==> src/rtl/elevator_control.sv <==
// Single-car elevator controller: decides door opening and single-floor moves,
// serving requests in the current direction of travel before reversing.
module elevator_control (
  input  logic clk,
  input  logic rst_n,
  input  logic request_i,
  input  logic request_j_gt_i,
  input  logic request_j_lt_i,
  input  logic close,
  output logic open,
  output logic up,
  output logic down
);

  typedef enum logic [2:0] {
    IDLE      = 3'd0,
    DOOR_OPEN = 3'd1,
    DOOR_BUSY = 3'd2,
    MOVE_UP   = 3'd3,
    MOVE_DOWN = 3'd4
  } state_e;

  typedef enum logic {
    DIR_UP   = 1'b0,
    DIR_DOWN = 1'b1
  } dir_e;

  state_e state_q, state_d;
  dir_e   dir_q, dir_d;
  logic   open_q, open_d;
  logic   up_q, up_d;
  logic   down_q, down_d;

  always_comb begin
    state_d = state_q;
    dir_d   = dir_q;
    unique case (state_q)
      IDLE: begin
        if (request_i) begin
          state_d = DOOR_OPEN;
        end else if (dir_q == DIR_UP && request_j_gt_i) begin
          state_d = MOVE_UP;
        end else if (dir_q == DIR_DOWN && request_j_lt_i) begin
          state_d = MOVE_DOWN;
        end else if (request_j_gt_i) begin
          state_d = MOVE_UP;
          dir_d   = DIR_UP;
        end else if (request_j_lt_i) begin
          state_d = MOVE_DOWN;
          dir_d   = DIR_DOWN;
        end
      end
      DOOR_OPEN: if (!close) state_d = DOOR_BUSY;
      DOOR_BUSY: if (close)  state_d = IDLE;
      MOVE_UP:   state_d = IDLE;
      MOVE_DOWN: state_d = IDLE;
      default:   state_d = IDLE;
    endcase
  end

  // Outputs are decoded from the next state so they register alongside it.
  always_comb begin
    open_d = (state_d == DOOR_OPEN);
    up_d   = (state_d == MOVE_UP);
    down_d = (state_d == MOVE_DOWN);
  end

  always_ff @(posedge clk or negedge rst_n) begin
    if (!rst_n) begin
      state_q <= IDLE;
      dir_q   <= DIR_UP;
      open_q  <= 1'b0;
      up_q    <= 1'b0;
      down_q  <= 1'b0;
    end else begin
      state_q <= state_d;
      dir_q   <= dir_d;
      open_q  <= open_d;
      up_q    <= up_d;
      down_q  <= down_d;
    end
  end

  assign open = open_q;
  assign up   = up_q;
  assign down = down_q;

endmodule

==> config.mk <==
export PLATFORM = sky130hd
export DESIGN_NAME = elevator_control
export DESIGN_NICKNAME = d
export VERILOG_FILES = /design/src/rtl/elevator_control.sv
export SDC_FILE = /design/constraint.sdc
export NUM_CORES = 1
export LEC_CHECK = 0
export BUFFER_PORTS_ARGS = -buffer_cell sky130_fd_sc_hd__buf_2
export CORE_AREA = 2 2 39 41
export DETAILED_ROUTE_END_ITERATION = 16
export DIE_AREA = 0 0 41 43
export PLACE_DENSITY_LB_ADDON = 0.1
export RECOVER_POWER = 25
export REMOVE_ABC_BUFFERS = 1
export SETUP_SLACK_MARGIN = 0.05
export SLEW_MARGIN = 20
export SYNTH_ARGS = -nofsm -noshare
export SYNTH_HDL_FRONTEND = slang
export SYNTH_SLANG_ARGS = --single-unit
==> constraint.sdc <==
create_clock -name clk -period 3.73 [get_ports clk]
set_clock_uncertainty 0.15 [all_clocks]
set_input_delay 0.373 -clock clk [delete_from_list [all_inputs] [get_ports clk]]
set_output_delay 0.373 -clock clk [all_outputs]
set_load 0.02 [all_outputs]
# ---- Yosys cells after proc, flatten, opt, wreduce, memory -nomap -nowiden
# Index checks and enable logic that the tools add are counted.
dict set report totals {
  ff_bits 7
  in_bits 6
  out_inout_bits 3
}
dict set report op_classes {
  eq_ne 5
  n_mux 10
  bitwise 4
  reduce_logical 5
}
# op n
set op_table {}
lappend op_table {{two-way mux 3 bit} 7}
lappend op_table {{case mux 3 bit (3 select lines)} 1}
lappend op_table {{== test 3 x 1 -> 1 bit (second input constant)} 2}
lappend op_table {{== test 3 x 2 -> 1 bit (second input constant)} 2}
lappend op_table {{AND reduction 5 bit} 1}
lappend op_table {{NOT 1 bit} 4}
lappend op_table {{== test 3 bit (second input constant)} 1}
lappend op_table {{zero test 3 bit} 1}
lappend op_table {{logical AND 1 bit} 2}
lappend op_table {{two-way mux 1 bit} 2}
lappend op_table {{nonzero test 2 bit} 1}

# ---- Longest topological paths before layout
# Gate-level depths: netlist of run 1.
dict set report depth {
  ltp_word 7
  mapped_depth 3
  depth_no_buf 3
}

# ---- Worst setup path before layout of run 1
# Ideal clock, no wire load.
dict set report synth_timing {
  kind {register -> register}
  start {reg state_q[2]}
  end {reg dir_q}
  setup_time_ns 0.122
  arrival_time_ns 1.128
  t_required_ns 3.458
  setup_slack_ns 2.330
  path_stages_with_launch 4
  n_path_buf 0
  synth_period_minus_slack_ns 1.400
  path_cell_list {dfrtp_1 or4_4 o21ai_1 a21oi_1}
}
dict set report synth_between {
  elab_chain_cells 2
}
# element line
set synth_rtl {}
lappend synth_rtl {{start: declaration} 28} ;# state_e state_q, state_d;
lappend synth_rtl {{start signal: assignment} 76} ;# state_q <= state_d;
lappend synth_rtl {{zero test 3 bit} 37} ;# unique case (state_q)
lappend synth_rtl {{AND reduction 5 bit (no source line)} n/a}
lappend synth_rtl {{end signal: assignment} 77} ;# dir_q <= dir_d;
lappend synth_rtl {{end: declaration} 29} ;# dir_e dir_q, dir_d;
# Every way passes these cells.
# A chain may end at the register's enable or synchronous reset.

# ---- Final worst setup path of run 1
# Same ends and word-level chain as after synthesis.

==> results.toml, run 1 <==
[synthesis]
synth_top_area_share_pct = 60.1
ys_types = 14
syn_area_per_cell_um2 = 11.7
netlist_area_um2 = 292
yosys_warnings = 0
ys_ff_latch = 7
synthCells = 25
seq_area_frac_synth_pct = 60.1
synthTopCellsByArea = "dfrtp_1 (60%), nor3_1 (8.6%), a21boi_2 (3.9%), or4_4 (3.9%), a21oi_1 (3.4%)"
synth_largest_area_cell = "dfrtp_1"

[flow_run]
max_cap_viol_count = 0

[timing]
relSlewSlack_pct = 75.6
worstMarginPinSlew_ns = 0.356
holdWs_ns = 0.154
fin_crit_ns = 1.49
setup_tns_ns = 0
hold_viol = 0
max_freq_ghz = 0.672
rsz0062_at_grt = "no"
drv_slew = 0
setup-violations-final = 0
finalCritPeriodShare_pct = 39.9

[global_routing]
grt_max_degree = 8
overflow = 0
grt_pass1_vias = 206
grt_pass1_wl_um = 814
track_usage_pct = 7.47
antenna_found_initial = 0

[cells_and_area]
nets = 45
antenna_cells = 0
stdcell_area_um2 = 387
nFillCells = 158
layout-drive-gt1-share_pct = 31.6
fin_util_pct = 27.9
area_growth_pct = 32.6
final_cell_mix = "dfrtp_1 (7), buf_2 (7), nor3_1 (5)"

[place]
dpl-instance-area_um2 = 352
place.gp.congestion = 0.702
io_buffers = 8

[pwr]
p_clk_share_pct = 26.1
p_comb_share_pct = 27.3
max-vdd-ir-drop_uv = 220
leakage_nw = 0.182
p_sw_share_pct = 32.6
powerDensity_nw_per_um2 = 670
pwr-share-seq_pct = 46.6
switching_power_mw = 0.0843
internal_power_mw = 0.175

[setup_path]
cp.arrival_ns = 1.47
cp.required_ns = 3.71
crit_path_start_kind = "flip-flop"
crit_fanout = 6
critical_path_class = "reg2reg"
end_kind = "flip-flop"

[routing]
met3_length_um = 41
route.vias.total = 232
highest_layer = "met3"
drtAntennaViolNets = 0
avgViaCountPerCell = 4.30
routed_wl_um = 552
dr_wl_met2_um = 271
drt_iter0_drc = 0
wl_met1_um = 239
drcViolationCount = 0
wl_per_cell_um = 10.2
first_pass_iters = 1

[floorplanning]
rows = 14
ios = 9
die_w_um = 41
initial_core_util_pct = 21.1
die-area_um2 = 1760
chipHeight_um = 43
core-area_um2 = 1380

[status]
status = "finished, final reports clean"

[hold_path]
holdCritPathClass = "in2reg"

[clock_network]
cts_resized = 0
cts_max_level = 1
clk_latency_ns = 0.25
clk_pin_slew_ns = 0.05
clock_sinks = 7
cts.path.max_buffers = 2
cts_tree = "built"
cts_setup_buffers = 0
cts_inserted_buffers = 3
cts_root_buffer = "clkbuf_4"
==> per-stage QoR <==
stage                     worst slack [ns]  instances  total power [mW]
after floorplan                       2.33         25             0.170
after global placement                2.26         49             0.191
after detailed placement              2.26         49             0.192
after CTS                             2.25         54             0.263
after global routing                  2.17         54             0.280
final                                 2.24         54             0.259
==> worst max-delay path, stage by stage (launching register included) <==
cell and delay (ns):
dfrtp_1 0.44, or4_4 0.58, o21ai_1 0.13, a21oi_1 0.07
==> Yosys cell counts <==
library cell  n
a2111oi_0     1
a21boi_2      1
a21oi_1       2
and2_1        1
dfrtp_1       7
inv_1         1
mux2i_1       1
nor2_1        1
nor3_1        5
nor4_1        1
o21ai_1       1
or2_1         1
or4_4         1
xnor2_1       1
==> logic make-up after synthesis <==
group,count (synthesis),synth area share [%]
buffers and inverters,1,1.29
AND/OR/NAND/NOR,10,20.2
flip-flops,7,60.1
AO/OA/AOI/OAI,5,12.0
XOR/XNOR,1,3.00
multiplexers,1,3.43
==> what timing repair did <==
action / in CTS / in global routing
endpoints found under the setup margin: 0 / 0
hold buffers: 1 / 0
hold endpoints to repair: 7 / 0
==> metal layers <==
layer  GRT usage (%)  vias to the layer above
met4            6.00                        0
met1            10.2                      109
met3            3.14                        0
met2            8.75                        6
met5               0                        -
li1                -                      117
==> final cells by class <==
| cell class | count | area (µm²) | share of cell area (%) |
|---|---|---|---|
| clock buffers | 4 | 26.3 | 6.80 |
| inverters | 1 | 3.75 | 0.971 |
| multi-input cells | 17 | 113 | 29.1 |
| flip-flops and latches | 7 | 175 | 45.3 |
| well taps | 16 | 20.0 | 5.18 |
| repair buffers | 9 | 48.8 | 12.6 |
==> worst paths after layout <==
kind	cells after the start	slack, ns	startpoint	end
max	3	2.24	state_q[2]	dir_q
min	2	0.15	request_j_gt_i	dir_q
max reg2reg	3	2.24	state_q[2]	dir_q
min reg2reg	1	0.39	state_q[1]	open
max in group asynchronous	2	2.76	rst_n	dir_q
min in group asynchronous	2	0.41	rst_n	state_q[1]
==> power by group through the flow <==
stage	Combinational [mW]	Sequential (mW)	Clock [mW]
after detailed placement	0.0708	0.121	0
after floorplan	0.0417	0.128	0
after global placement	0.0706	0.120	0
after CTS	0.0722	0.121	0.0702
final	0.0707	0.121	0.0677
after global routing	0.0793	0.124	0.0763
==> registers in the layout, summed over array words and instances (netlist names) <==
signal	cells
up	1
dir_q	1
down	1
open	1
state_q	3
Power figures use the tool's default switching activity.
==> inputs of run 2 (changes only) <==
Settings changed: ABC_AREA set to 1.
Clock period 3.73 ns to 1.21 ns, I/O delays scaled along.
==> run 2 against run 1 <==
Routed wire length is 27% higher; register-to-register slack got worse by 2.2 ns; final area rose by 26%; setup slack got worse by 2.2 ns; flip-flop and latch count is the same; sequential share of layout area down 9.2 points; total power rose to 4.0 times the previous value; largest power group is now combinational cells; highest routed layer is now met4.
==> results.toml, run 2 <==
[global_routing]
grt_util_met2_pct = 14.4
grt_max_degree = 8
grt_pass1_wl_um = 1160
track_usage_pct = 10.4
overflow = 0
busiest_layer = "met2"
antenna_found_initial = 0
grtUsageMet1_pct = 12.7
grt_pass1_vias = 316
gr-usage-met3_pct = 1.57

[cells_and_area]
layout-drive-gt1-share_pct = 47.4
nets = 64
area_growth_pct = 40.6
antenna_cells = 0
largest_reg_flops = 3
regMostFlops = "state_q"
final_cell_mix = "dfrtp_1 (7), buf_2 (7), nand2_1 (6)"

[pwr]
p_total_mw = 1.04
powerDensity_nw_per_um2 = 2150
max-vdd-ir-drop_uv = 766
leakage_nw = 0.268

[floorplanning]
chipHeight_um = 43
ios = 9
die_w_um = 41
rows = 14
core-area_um2 = 1380
die-area_um2 = 1760
initial_core_util_pct = 25.0

[timing]
hold_viol = 0
finalCritPeriodShare_pct = 95.1
fin_ws_ns = 0.0589
rsz0062_at_grt = "yes"
relSlewSlack_pct = 74.7
fin_crit_ns = 1.15
drv_slew = 0
setup-violations-final = 0
max_freq_ghz = 0.869
worstMarginPinSlew_ns = 0.379

[hold_path]
hold_depth = 4
holdCritPathClass = "in2reg"
hold_start = "close"
hold_path_end = "state_q[1]"

[routing]
avgViaCountPerCell = 4.14
drtAntennaViolNets = 0
first_pass_iters = 3
drt_iter0_drc = 2
routed_wl_um = 700
route.vias.total = 302
wl_per_cell_um = 9.59
drcViolationCount = 0

[place]
post-place-ws_ns = 0.0304
hpwlAfterDp_um = 535
place.gp.congestion = 0.649
io_buffers = 8

[synthesis]
synth_flop_cell = "dfrtp_1"
yosysMostFrequentCell = "inv_1"
ys_async_sr_fraction_pct = 100
synth_top_area_share_pct = 50.7
synth_common_cells = "inv_1 (8), dfrtp_1 (7), nand2_1 (6)"
ys_types = 15
ys_ff_latch = 7
seq_area_frac_synth_pct = 50.7
synth_edf_count = 0
syn_area_per_cell_um2 = 8.22
synthTopCellsByArea = "dfrtp_1 (51%), inv_1 (8.7%), nand2_1 (6.5%), nand2_2 (5.4%), nor2_2 (3.6%)"
synthCells = 42
yosys_warnings = 0
synth_largest_area_cell = "dfrtp_1"
netlist_area_um2 = 345

[setup_path]
critical_path_class = "reg2reg"
end_kind = "flip-flop"
cp.arrival_ns = 1.13
rr_worst_depth = 6
cp.required_ns = 1.19
reg2reg_slack_ns = 0.06
timing.rr.start = "state_q[1]"
crit_path_start_kind = "flip-flop"
r2r_end = "open"
cp-startpoint = "state_q[1]"
crit_fanout = 3

[clock_network]
cts_max_level = 1
cts_inserted_buffers = 3
cts_root_buffer = "clkbuf_4"
clock_sinks = 7
clk_pin_slew_ns = 0.05
cts_tree = "built"
clk_latency_ns = 0.24
cts.path.max_buffers = 2

[status]
status = "finished, final reports clean"

[flow_run]
max_cap_viol_count = 0
-- run 2: area by class of cell --
| cell class | instances | area [µm²] |
|---|---|---|
| Timing Repair Buffer | 11 | 66.3 |
| Sequential cell | 7 | 175 |
| Inverter | 11 | 43.8 |
| Multi-Input combinational cell | 24 | 154 |
| Tap cell | 16 | 20.0 |
| Clock buffer | 4 | 26.3 |
| Fill cell | 165 | 898 |
-- run 2: where the power goes --
part	internal (mW)	switching, mW
Sequential	0.316	0.0552
Clock	0.125	0.0778
Combinational	0.174	0.294
Total	0.616	0.427
-- run 2: metrics by stage --
step | instances | setup TNS, ns | instance area (µm²) | util [%] | hold slack [ns]
2_1_floorplan | 42 | 0 | 345 | - | -0.325
3_3_place_gp | 66 | 0 | 405 | 29.3 | -0.185
3_5_place_dp | 66 | 0 | 405 | 29.3 | -0.187
4_1_cts | 73 | 0 | 467 | 33.7 | 0.0179
5_1_grt | 73 | -0.00673 | 485 | 35.1 | 0.0464
6_report | 73 | 0 | 485 | 35.1 | 0.0308
-- run 2: how the worst max path moves through the flow --
stage	endpoint	slack, ns	cells past startpoint
final	open	0.06	6
after global routing	open	-0.007	6
after CTS	dir_q	0.06	6
after floorplan	dir_q	0.13	6
after detailed placement	open	0.03	6
after global placement	open	0.03	6
-- run 2: per-layer routing --
layer	wire length, µm	share of wire (%)
met5	0	0
met2	350	50
met1	311	44
met4	8	1.1
met3	29	4.1
-- run 2: critical path, stage by stage, from the launching register on --
cell     delay, ns
dfrtp_1       0.40
inv_2         0.08
nand3_4       0.09
nor2_2        0.13
nand2_2       0.08
nand2_2       0.07
nor2_2        0.04
-- run 2: cell families (layout without fill, tap and decap cells) --
logic type,Yosys count,in the layout,synth area share (%)
AND/OR/NAND/NOR,17,17,24.6
buffers and inverters,11,26,12.0
AO/OA/AOI/OAI,7,7,12.7
flip-flops,7,7,50.7
-- run 2: what timing repair did --
item / in CTS / in global routing
hold endpoints to repair: 8 / 0
hold buffers: 2 / 0
setup buffers: 1 / 0
pin swaps: 1 / 0
resized for setup: 3 / 7
endpoints found under the setup margin: 2 / 4
